File: src/rtl/bp_cfg_loader.sv
`default_nettype none
// ============================================================================
// Module      : bp_cfg_loader
// Description : Post-reset configuration sequencer. Walks every tile, issues
//               the masked table of config writes followed by a core-id
//               write, then broadcasts an unfreeze write to each tile.
//               Valid/ready handshake on the config link, stall timeout.
// Revision    : 1.0 - initial release
// ============================================================================
module bp_cfg_loader #(
  parameter int num_tiles_p      = 4,
  parameter int num_entries_p    = 8,
  parameter int cfg_addr_width_p = 16,
  parameter int cfg_data_width_p = 64,
  parameter logic [cfg_addr_width_p-1:0] core_id_addr_p = cfg_addr_width_p'(16'h0004),
  parameter logic [cfg_addr_width_p-1:0] freeze_addr_p  = cfg_addr_width_p'(16'h0002),
  parameter int timeout_p        = 1024,
  localparam int c_tile_w        = (num_tiles_p > 1) ? $clog2(num_tiles_p) : 1
) (
  input  logic                                                      clk_i,
  input  logic                                                      reset_n_i,
  input  logic                                                      start_i,
  input  logic [num_entries_p*(cfg_addr_width_p+cfg_data_width_p)-1:0] cfg_table_i,
  input  logic [num_entries_p-1:0]                                  cfg_mask_i,
  output logic                                                      cfg_v_o,
  input  logic                                                      cfg_ready_i,
  output logic [c_tile_w-1:0]                                       cfg_tile_o,
  output logic [cfg_addr_width_p-1:0]                               cfg_addr_o,
  output logic [cfg_data_width_p-1:0]                               cfg_data_o,
  output logic                                                      busy_o,
  output logic                                                      done_o,
  output logic                                                      error_o
);

  localparam int c_entry_w = (num_entries_p > 1) ? $clog2(num_entries_p) : 1;
  localparam int c_stall_w = (timeout_p > 1) ? $clog2(timeout_p) : 1;
  localparam int c_ent_w   = cfg_addr_width_p + cfg_data_width_p;

  localparam logic [c_tile_w-1:0]  c_last_tile  = c_tile_w'(num_tiles_p - 1);
  localparam logic [c_entry_w-1:0] c_last_entry = c_entry_w'(num_entries_p - 1);
  // Stall count at which a still-stalled write trips the timeout
  localparam logic [c_stall_w-1:0] c_stall_lim  =
      (timeout_p > 0) ? c_stall_w'(timeout_p - 1) : '0;

  localparam logic [2:0] S_IDLE     = 3'd0;
  localparam logic [2:0] S_ENTRY    = 3'd1;
  localparam logic [2:0] S_CORE_ID  = 3'd2;
  localparam logic [2:0] S_UNFREEZE = 3'd3;
  localparam logic [2:0] S_DONE     = 3'd4;
  localparam logic [2:0] S_ERROR    = 3'd5;

  logic [2:0]                  r_state, w_state_next;
  logic [c_tile_w-1:0]         r_tile, w_tile_next;
  logic [c_entry_w-1:0]        r_entry, w_entry_next;
  logic [c_stall_w-1:0]        r_stall, w_stall_next;
  logic                        r_done, w_done_next;
  logic                        r_error, w_error_next;

  logic                        w_v;
  logic [c_tile_w-1:0]         w_tile;
  logic [cfg_addr_width_p-1:0] w_addr;
  logic [cfg_data_width_p-1:0] w_data;
  logic [cfg_data_width_p-1:0] w_core_data;
  logic                        w_hs;
  logic                        w_stalled;
  logic                        w_adv;

  logic [cfg_addr_width_p-1:0] w_ent_addr [num_entries_p];
  logic [cfg_data_width_p-1:0] w_ent_data [num_entries_p];

  // Unpack the flat table: entry e = {addr, data} at slice e
  for (genvar e = 0; e < num_entries_p; e++) begin : g_entry
    assign w_ent_addr[e] = cfg_table_i[e*c_ent_w + cfg_data_width_p +: cfg_addr_width_p];
    assign w_ent_data[e] = cfg_table_i[e*c_ent_w +: cfg_data_width_p];
  end

  // Core-id payload: current tile index zero-extended to the data width
  always_comb begin
    w_core_data                 = '0;
    w_core_data[c_tile_w-1:0]   = r_tile;
  end

  // State and counter registers
  always_ff @(posedge clk_i or negedge reset_n_i) begin
    if (!reset_n_i) begin
      r_state <= S_IDLE;
      r_tile  <= '0;
      r_entry <= '0;
      r_stall <= '0;
      r_done  <= 1'b0;
      r_error <= 1'b0;
    end else begin
      r_state <= w_state_next;
      r_tile  <= w_tile_next;
      r_entry <= w_entry_next;
      r_stall <= w_stall_next;
      r_done  <= w_done_next;
      r_error <= w_error_next;
    end
  end

  // Next-state, counter advance and timeout detection
  always_comb begin
    w_state_next = r_state;
    w_tile_next  = r_tile;
    w_entry_next = r_entry;
    w_done_next  = r_done;
    w_error_next = r_error;
    w_hs         = w_v & cfg_ready_i;
    w_stalled    = w_v & ~cfg_ready_i;
    w_adv        = 1'b0;
    w_stall_next = w_stalled ? (r_stall + c_stall_w'(1)) : '0;

    case (r_state)
      S_IDLE, S_DONE: begin
        if (start_i) begin
          w_state_next = S_ENTRY;
          w_tile_next  = '0;
          w_entry_next = '0;
          w_done_next  = 1'b0;
        end
      end
      S_ENTRY: begin
        // Masked entries burn exactly one cycle with valid low
        w_adv = cfg_mask_i[r_entry] ? w_hs : 1'b1;
        if (w_adv) begin
          if (r_entry == c_last_entry) begin
            w_state_next = S_CORE_ID;
            w_entry_next = '0;
          end else begin
            w_entry_next = r_entry + c_entry_w'(1);
          end
        end
      end
      S_CORE_ID: begin
        if (w_hs) begin
          if (r_tile != c_last_tile) begin
            w_tile_next  = r_tile + c_tile_w'(1);
            w_entry_next = '0;
            w_state_next = S_ENTRY;
          end else begin
            w_tile_next  = '0;
            w_state_next = S_UNFREEZE;
          end
        end
      end
      S_UNFREEZE: begin
        if (w_hs) begin
          if (r_tile == c_last_tile) begin
            w_tile_next  = '0;
            w_done_next  = 1'b1;
            w_state_next = S_DONE;
          end else begin
            w_tile_next  = r_tile + c_tile_w'(1);
          end
        end
      end
      S_ERROR: begin
        w_state_next = S_ERROR;
      end
      default: begin
        w_state_next = S_IDLE;
      end
    endcase

    // A write stalled for timeout_p cycles abandons the sequence for good
    if ((timeout_p != 0) && w_stalled && (r_stall == c_stall_lim)) begin
      w_state_next = S_ERROR;
      w_error_next = 1'b1;
      w_stall_next = '0;
    end
  end

  // Link outputs decoded from registered state only, never from ready
  always_comb begin
    w_v    = 1'b0;
    w_tile = '0;
    w_addr = '0;
    w_data = '0;
    case (r_state)
      S_ENTRY: begin
        if (cfg_mask_i[r_entry]) begin
          w_v    = 1'b1;
          w_tile = r_tile;
          w_addr = w_ent_addr[r_entry];
          w_data = w_ent_data[r_entry];
        end
      end
      S_CORE_ID: begin
        w_v    = 1'b1;
        w_tile = r_tile;
        w_addr = core_id_addr_p;
        w_data = w_core_data;
      end
      S_UNFREEZE: begin
        w_v    = 1'b1;
        w_tile = r_tile;
        w_addr = freeze_addr_p;
        w_data = '0;
      end
      default: begin
        w_v = 1'b0;
      end
    endcase
  end

  assign cfg_v_o    = w_v;
  assign cfg_tile_o = w_tile;
  assign cfg_addr_o = w_addr;
  assign cfg_data_o = w_data;
  assign busy_o     = (r_state == S_ENTRY) || (r_state == S_CORE_ID) ||
                      (r_state == S_UNFREEZE);
  assign done_o     = r_done;
  assign error_o    = r_error;

endmodule
`default_nettype wire
File: config.mk
export PLATFORM = sky130hd
export DESIGN_NAME = bp_cfg_loader
export DESIGN_NICKNAME = d
export VERILOG_FILES = /design/src/rtl/bp_cfg_loader.sv
export SDC_FILE = /design/constraint.sdc
export NUM_CORES = 1
export LEC_CHECK = 0
export ABC_AREA = 1
export BUFFER_PORTS_ARGS = -buffer_cell sky130_fd_sc_hd__clkbuf_2
export CORE_AREA = 2 2 289 291
export CTS_CLUSTER_DIAMETER = 100
export DETAILED_ROUTE_END_ITERATION = 10
export DIE_AREA = 0 0 291 293
export HOLD_SLACK_MARGIN = 0.15
export PLACE_DENSITY = 0.3
export SLEW_MARGIN = 20
export SYNTH_ARGS = -nofsm -noshare
export SYNTH_HDL_FRONTEND = slang
export SYNTH_SLANG_ARGS = --single-unit
File: constraint.sdc
create_clock -name clk_i -period 1.4 [get_ports clk_i]
set_input_delay 0.14 -clock clk_i [delete_from_list [all_inputs] [get_ports clk_i]]
set_output_delay 0.14 -clock clk_i [all_outputs]
set_load 0.02 [all_outputs]
Yosys cells after proc, flatten, opt, wreduce, memory -nomap -nowiden
Cells that the tools add are included.
{"block": "totals", "ff_bits": 20, "latch_bits": 0, "ramBits": 0, "rom_bits": 0, "in_bits": 652, "out_inout_bits": 86, "elab_cells": 93, "memories": 0}
{"block": "op_classes", "n_addsub": 3, "n_mul": 0, "div": 0, "magnitude_cmp": 2, "eq_ne": 21, "n_shift": 0, "n_mux": 44, "n_bitwise": 4, "n_reduce_logical": 13}
{"op": "binary-select mux 64 bit (select 3 bit)", "n": 1}
{"op": "two-way mux 64 bit", "n": 3}
{"op": "one-hot mux 64 bit (2 select lines)", "n": 1}
{"op": "binary-select mux 16 bit (select 3 bit)", "n": 1}
{"op": "two-way mux 16 bit", "n": 3}
{"op": "one-hot mux 16 bit (3 select lines)", "n": 1}
{"op": "two-way mux 3 bit", "n": 12}
{"op": "two-way mux 10 bit", "n": 2}
{"op": "!= test 3 bit, second input constant", "n": 6}
{"op": "one-hot mux 3 bit (5 select lines)", "n": 1}
{"op": "two-way mux 2 bit", "n": 7}
{"op": "!= test 2 bit, second input constant", "n": 7}
{"op": "adder 10 x 1 -> 10 bit, second input constant", "n": 1}
{"op": "== test 10 bit, second input constant", "n": 1}
{"op": "== test 3 bit, second input constant", "n": 3}
{"op": "one-hot mux 3 bit (3 select lines)", "n": 1}
{"op": "AND reduction 4 bit", "n": 2}
{"op": "== test 3 x 2 -> 1 bit, second input constant", "n": 2}
{"op": "two-way mux 1 bit", "n": 6}
{"op": "one-hot mux 2 bit (3 select lines)", "n": 1}
{"op": "AND reduction 6 bit", "n": 1}
{"op": "nonzero test 3 bit", "n": 2}
{"op": "AND reduction 5 bit", "n": 1}
{"op": "greater-or-equal comparator 4 bit, second input constant", "n": 1}
{"op": "16 further kinds", "n": 20}

Depth between registers and ports, before layout
Gate-level depths: netlist of run 1.
{"block": "depth", "word_depth": 9, "ltp_mapped": 11}

Worst setup path after synthesis of run 1
OpenSTA, ideal clock, no wires.
{"block": "synth_path", "path_kind": "reg2out", "start": "register r_entry[0]", "end": "output cfg_data_o[15]", "arrival_ps": 1669, "path_slack_ps": -409, "stages_incl_launch_ff": 9, "path_cell_list": "dfrtp_1 > buf_6 > inv_4 > buf_6 > buf_2 > nor2_1 > o221ai_1 > o21ai_0 > nor3_1"}
{"block": "synth_via", "elab_chain_cells": 6, "elab_cells_between_ends": 8}
{"item": "start, declared", "line": "54", "text": "logic [c_entry_w-1:0] r_entry, w_entry_next;"}
{"item": "start signal, assigned", "line": "95", "text": "r_entry <= w_entry_next;"}
{"item": "NOT 3 -> 4 bit (implied by the code)", "line": "186", "text": "w_data = w_ent_data[r_entry];"}
{"item": "binary-select mux 64 bit (select 3 bit)", "line": "186"}
{"item": "two-way mux 64 bit (implied by the code) (2 in a row)", "line": "186"}
{"item": "two-way mux 64 bit (*)", "line": "182", "text": "if (cfg_mask_i[r_entry]) begin"}
{"item": "one-hot mux 64 bit (2 select lines) (*)", "line": "180", "text": "case (r_state)"}
{"item": "end, declared", "line": "29", "text": "output logic [cfg_data_width_p-1:0] cfg_data_o,"}
Every way passes the cells marked *; elsewhere a longest branch is shown, timed or not. The select of a mux whose other input is x is not followed.

Worst setup path in the final report of run 1
{"block": "layout_path", "start": "register r_entry[0]", "end": "output cfg_data_o[56]"}
Same word-level chain as after synthesis.

==> results of run 1 <==
-- area by class of cell --
cell class / count / area (sq um) / area share (%)
repair buffers: 971 / 7400 / 45.5
multi-input cells: 1156 / 6710 / 41.2
well taps: 1070 / 1340 / 8.23
flip-flops and latches: 20 / 512 / 3.15
inverters: 30 / 149 / 0.916
clock buffers: 3 / 75.1 / 0.462
repair inverters: 2 / 46.3 / 0.285
clock inverters: 1 / 30.0 / 0.185
diodes: 1 / 2.50 / 0.0154
-- sequential cells by signal, summed over array words and instances (netlist names) --
signal and flops:
r_tile 2, r_entry 3, error_o 1, done_o 1
r_state 3, r_stall 10
-- layer usage --
metal / vias up / part of all wire [%] / track usage [%]
li1: 6379 / - / -
met1: 6082 / 41 / 17.5
met2: 630 / 51 / 26.5
met3: 64 / 6.1 / 2.11
met4: 2 / 2.0 / 2.26
met5: - / 0.024 / 0
-- metrics by stage --
stage                     util (%)  setup WS, ns
after floorplan                  -        -0.185
after global placement        16.7         -1.18
after detailed placement      16.7         -1.14
after CTS                     19.2        -0.977
after global routing          19.9        -0.995
final                         19.9        -0.914
-- worst reg2reg max path, delay by kind of cell, from the launching register on --
kind	cells	cell delay (ns)
flip-flops	1	0.53
adder cells (fa/ha/maj)	2	0.35
buffers and inverters	4	0.54
AND/OR/NAND/NOR	6	0.48
-- report_power, final --
group / leakage [nW] / switching [mW] / internal, mW
clock: 0.0511 / 0.255 / 0.569
sequential: 0.259 / 0.109 / 0.712
combinational: 7.25 / 11.9 / 9.98
-- worst max path at each step --
stage / start / to / slack [ns] / depth (start not counted)
floorplan: r_entry[0]$_DFFE_PN0P_ / cfg_data_o[15] / -0.18 / 8
global placement: r_entry[0]$_DFFE_PN0P_ / cfg_data_o[18] / -1.18 / 8
detailed placement: r_entry[0]$_DFFE_PN0P_ / cfg_data_o[18] / -1.14 / 8
CTS: r_entry[0]$_DFFE_PN0P_ / cfg_data_o[56] / -0.98 / 12
global route: r_entry[0]$_DFFE_PN0P_ / cfg_data_o[56] / -0.99 / 12
finish: r_entry[0]$_DFFE_PN0P_ / cfg_data_o[56] / -0.91 / 12
-- cells by family (layout without fill, tap and decap cells) --
group	Yosys count	count (layout)	synth area share [%]
AOI/OAI and AO/OA	578	578	46.5
adders and majority gates	4	4	0.748
xor gates and xnor gates	4	4	0.524
other	0	1	0
DFF	20	20	7.48
buffers and inverters	161	1007	11.3
and+or+nand+nor	570	570	33.4
-- timing repair --
action | 4_1_cts | 5_1_grt
endpoints found under the hold margin | 20 | 0
resized for setup | 265 | 183
pin swaps | 59 | 59
hold buffers | 1 | 0
cloned | 20 | 7
endpoints found under the setup margin | 104 | 104
buffers inserted | 34 | 9
-- synth_stat cells (all sizes together), types with 2 or more instances --
| cell | n | area (sq um) |
|---|---|---|
| a21oi | 77 | 385 |
| buf | 66 | 388 |
| clkbuf | 65 | 251 |
| dfrtp | 20 | 500 |
| ha | 4 | 50.1 |
| inv | 30 | 115 |
| nand2 | 186 | 711 |
| nand3 | 18 | 108 |
| nand4 | 3 | 18.8 |
| nor2 | 348 | 1310 |
| nor3 | 10 | 55.1 |
| o211ai | 7 | 52.6 |
| o21ai | 339 | 1700 |
| o221ai | 4 | 35.0 |
| o22ai | 150 | 938 |
| or2 | 2 | 12.5 |
| xnor2 | 3 | 26.3 |
==> results.ini, run 1 <==
[detailed_routing]
avgViaCountPerCell=4.04
wl_mm=65.8
vias=13200
detail_route.iter0.violations=662
firstDrtPassIters=5
drc=0
wl_per_cell_um=20.2
ant_nets=0

[clock_tree]
cts_tree=yes
ctsHtreeMaxLevel=1
clock_sinks=20
clockBufferDepth=2
insertion_delay_ns=0.26
cts-root-buf=clkbuf_16
cts_buffers=3
clk_pin_slew_ns=0.07

[worst_setup_path]
start_kind=flop
crit_top_cell=buf_12
cp.required_ns=1.26
slowest_delay_ns=0.53
cp_cell_sequence=buf_12, clkinv_16, nand2_4, nand2_2, nand2_2, nand3_4, nand3_4, buf_12, buf_16, buf_12, a21oi_4, buf_8
cp.arrival_ns=2.17
critPathTopFamily=buffers and inverters
slowest_stage=dfrtp_4
reg2regPathDepth=12
critPathBufInv=6
worstPathMaxFanout=8
endpoint_kind=output pin
r2r_slack_ns=-0.62
critPathKind=reg2out
reg2reg_to=r_state[1]$_DFFE_PN0P_
r2r-start=r_entry[0]$_DFFE_PN0P_

[synth]
syn-cell-area_sq_um=6690
synth_edf_count=0
synth_cells=1337
ys_ff_latch=20
synth_flop_cell=dfrtp_1
avgSynthCellArea_sq_um=5.00
async_reset_ff_share_pct=100
synth_nets=1993
yosysSeqAreaShare_pct=7.48
synth.distinct_cells=34
yosys_warnings=0

[finish]
layout_common_cells=clkbuf_2, nor2_1, o21ai_0, nand2_1, o22ai_1
drive_gt1_share_pct=52.8
nNetsFinal=2840
fin_area_sq_um=16300
fin_cells=3254
n_fill_cell=9454
syn2layout_area_growth_pct=143
layout_commonest_cell=clkbuf_2

[timing]
finalSetupViolCount=102
relSlewSlack_pct=58.6
grt_setup_unrepaired=true
slew_viol_final=0
hold_violations=0
worst_slew_pin_slew_ns=0.621
min_period_ns=2.31
max_freq_ghz=0.432
layout_setup_ws_ns=-0.914
hold_ws_ns=0.395
skew_ns=0.0106
tns_ns=-80.31
period_share_pct=165

[hold_path]
hp-class=in2reg
min_from=cfg_ready_i
hold_depth=5
whs_endpoint=done_o$_DFFE_PN0P_

[flow_run]
drv_cap=0

[global_route]
grt_max_degree=59
grt_pass1_wl_mm=91.1
gr-usage-all-layers_pct=14.3
grt_antenna_before_repair=6
grt_pass1_vias=13400
grt-ovfl-total=0

[floorplan]
die_h_um=293
num_rows=105
boundaryPins=738
die_area_sq_um=85300
core-area_sq_um=81800
die_x_um=291
start_util_pct=8.17

[place]
dpl_cell_area_sq_um=13600
dp_cells=3184
hpwl_mm=51.4
routabilityCongestion=0.906
io_buffers=737

[pwr]
vdd_drop_max_uv=484
p_per_area_nw_per_um2=1450
p_leak_nw=7.56
power_mw=23.5

[run_status]
violations=setup timing
status=finished, violations left

No activity file was read; power rests on OpenSTA's default activity.
==> inputs of run 2 (changes only) <==
CTS_CLUSTER_SIZE = 25   (was unset)
clock period = 2.1 ns   (was 1.4 ns; I/O delays follow)
==> run 2 against run 1 <==
Compared with the run above:
- the flow still finishes with violations (setup timing)
- critical path depth decreased by 2
- first-iteration DRC count increased by 20%
- worst hold slack improved by 0.013 ns
- global-route usage increased by 0.57 points
- non-clock buffer count increased by 5
- sequential power decreased by 30%
- sequential share of layout area increased by 0.069 points
- clock skew decreased by 0.0031 ns
- combinational power decreased by 34%
- via count increased by 1.1%
- clock power decreased by 45%
- utilization decreased by 0.42 points
- critical path type unchanged
- largest power group unchanged
==> results.ini, run 2 (synthesized netlist as in run 1, its figures left out) <==
[hold_path]
min_from=cfg_ready_i  ; unchanged
hp-class=in2reg  ; unchanged
whs_endpoint=done_o$_DFFE_PN0P_  ; unchanged
hold_depth=4  ; was 5

[detailed_routing]
wl_per_cell_um=22.1  ; was 20.2 um
detail_route.iter0.violations=796  ; was 662
firstDrtPassIters=5  ; unchanged
drc=0  ; unchanged
ant_nets=0  ; unchanged
vias=13300  ; was 13200
avgViaCountPerCell=4.08  ; was 4.04
wl_mm=71.9  ; was 65.8 mm

[timing]
hold_violations=0  ; unchanged
slew_viol_final=0  ; unchanged
relSlewSlack_pct=61.2  ; was 58.6%
finalSetupViolCount=83  ; was 102
period_share_pct=112
skew_ns=0.00744  ; was 0.0106 ns
layout_setup_ws_ns=-0.256  ; was -0.914 ns
grt_setup_unrepaired=true  ; unchanged
min_period_ns=2.36
worst_slew_pin_slew_ns=0.582  ; was 0.621 ns
max_freq_ghz=0.424

[worst_setup_path]
cp.arrival_ns=2.15  ; was 2.17 ns
worstPathMaxFanout=6  ; was 8
critPathKind=reg2out  ; unchanged
endpoint_kind=output pin  ; unchanged
reg2reg_to=r_entry[0]$_DFFE_PN0P_  ; was r_state[1]$_DFFE_PN0P_
reg2regPathDepth=9  ; was 12
r2r-start=r_entry[1]$_DFFE_PN0P_  ; was r_entry[0]$_DFFE_PN0P_
cp.required_ns=1.89  ; was 1.26 ns
start_kind=flop  ; unchanged
r2r_slack_ns=0.08  ; was -0.62 ns

[floorplan]
core-area_sq_um=81800  ; unchanged
boundaryPins=738  ; unchanged
die_area_sq_um=85300  ; unchanged
num_rows=105  ; unchanged
die_x_um=291  ; unchanged
die_h_um=293  ; unchanged
start_util_pct=8.17  ; unchanged

[run_status]
violations=setup timing  ; unchanged
status=finished, violations left  ; unchanged

[global_route]
top_usage_layer=met2  ; unchanged
gr-usage-all-layers_pct=14.8  ; was 14.3%
grt_antenna_before_repair=14  ; was 6
grt_pass1_vias=13300  ; was 13400
grt.met1_usage_pct=18.9  ; was 17.5%
grt_max_degree=47  ; was 59
grt_pass1_wl_mm=93.2  ; was 91.1 mm
use_met3_pct=3.45  ; was 2.11%
grt-ovfl-total=0  ; unchanged
gr-usage-met2_pct=25.4  ; was 26.5%

[pwr]
p_sw_share_pct=52.2  ; was 52.1%
vdd_drop_max_uv=354  ; was 484 uV
p_comb_share_pct=93.3  ; was 93.0%
power_frac_seq_pct=3.7  ; was 3.5%
p_switching_mw=8.08  ; was 12.3 mW
p_int_mw=7.40  ; was 11.3 mW
p_leak_nw=7.55  ; was 7.56 nW
p_per_area_nw_per_um2=973  ; was 1450 nW/um^2
clock_power_share_pct=3.0  ; was 3.5%

[finish]
syn2layout_area_growth_pct=138  ; was 143%
largest_reg_flops=10  ; unchanged
layout_common_cells=clkbuf_2, nor2_1, o21ai_0, nand2_1, o22ai_1  ; unchanged
n_fill_cell=9519  ; was 9454
regMostFlops=r_stall  ; unchanged
reg_top3=r_stall x10, r_entry x3, r_state x3  ; unchanged
nNetsFinal=2844  ; was 2840
drive_gt1_share_pct=53.4  ; was 52.8%
layout_commonest_cell=clkbuf_2  ; unchanged
fin_area_sq_um=15900  ; was 16300 sq um

[clock_tree]
cts-root-buf=clkbuf_16  ; unchanged
cts_buffers=3  ; unchanged
clock_sinks=20  ; unchanged
cts_tree=yes  ; unchanged
ctsHtreeMaxLevel=1  ; unchanged
insertion_delay_ns=0.26  ; about the same
clockBufferDepth=2  ; unchanged
clk_pin_slew_ns=0.07  ; about the same

[place]
dpl_cell_area_sq_um=12500  ; was 13600 sq um
post-place-ws_ns=-0.288  ; was -1.14 ns
io_buffers=737  ; unchanged
routabilityCongestion=0.900  ; was 0.906
hpwl_mm=52.4  ; was 51.4 mm

[flow_run]
drv_cap=0  ; unchanged

==> run 2: changes by cell type in the layout (fill, tap and decap cells not counted), sizes merged <==
cell and change:
clkbuf +31, diode +1, bufinv -1, inv -1, bufbuf +2, buf -27
==> run 2: critical path: stages (launching register included) <==
cell and delay (ns):
dfrtp_4 0.49, buf_12 0.16, nand2_1 0.09, nand3_2 0.10, nand3_2 0.12, nand3_4 0.16
buf_12 0.19, buf_12 0.13, buf_12 0.14, a21oi_2 0.12, clkbuf_8 0.16
==> run 2: how the worst max path moves through the flow <==
| stage | slack [ns] | from | end | cells past startpoint |
|---|---|---|---|---|
| floorplan | 0.22 | r_entry[0]$_DFFE_PN0P_ | cfg_data_o[15] | 8 |
| global placement | -0.32 | r_entry[0]$_DFFE_PN0P_ | cfg_data_o[20] | 8 |
| detailed placement | -0.29 | r_entry[0]$_DFFE_PN0P_ | cfg_data_o[20] | 8 |
| CTS | -0.29 | r_entry[0]$_DFFE_PN0P_ | cfg_data_o[30] | 10 |
| global route | -0.33 | r_entry[0]$_DFFE_PN0P_ | cfg_data_o[30] | 10 |
| finish | -0.26 | r_entry[0]$_DFFE_PN0P_ | cfg_addr_o[7] | 10 |
==> run 2: layer usage <==
layer  vias up  routed length [um]
li1       6387                   -
met1      6187               31000
met2       621               33700
met3        92                5310
met4        20                1680
met5         -                 130
==> run 2: through the flow <==
| stage | util [%] | setup TNS (ns) | power, mW | hold slack (ns) | std cells |
|---|---|---|---|---|---|
| 3_5_place_dp | 15.3 | -2.28 | 10.5 | 0.257 | 3164 |
| 5_1_grt | 19.4 | -20.46 | 16.6 | 0.481 | 3258 |
| 3_3_place_gp | 15.3 | -2.10 | 10.6 | 0.254 | 3164 |
| 4_1_cts | 18.0 | -14.85 | 13.9 | 0.400 | 3228 |
| 6_report | 19.4 | -14.16 | 15.5 | 0.409 | 3259 |
| 2_1_floorplan | - | 0 | 5.83 | -0.0856 | 1337 |
==> run 2: timing repair <==
action	in CTS	in global routing
pin swaps	76	63
setup buffers	39	22
cloned	21	12
gates resized for setup	368	253
hold buffers	1	0
hold endpoints to repair	20	0
endpoints found under the setup margin	83	87
==> run 2: power by group through the flow <==
stage	Sequential (mW)	Clock (mW)	Combinational, mW
floorplan	0.550	0	5.28
global placement	0.585	0	10.1
detailed placement	0.586	0	9.95
CTS	0.571	0.474	12.9
global route	0.585	0.484	15.5
finish	0.578	0.457	14.4
==> run 2: final cells by class <==
type | count | area (sq um) | share of cell area, %
diodes | 2 | 5.00 | 0.0314
clock buffers | 4 | 88.8 | 0.558
inverters | 30 | 166 | 1.05
well taps | 1070 | 1340 | 8.41
repair inverters | 1 | 11.3 | 0.0708
multi-input cells | 1156 | 6320 | 39.7
repair buffers | 976 | 7470 | 47.0
flip-flops and latches | 20 | 512 | 3.22
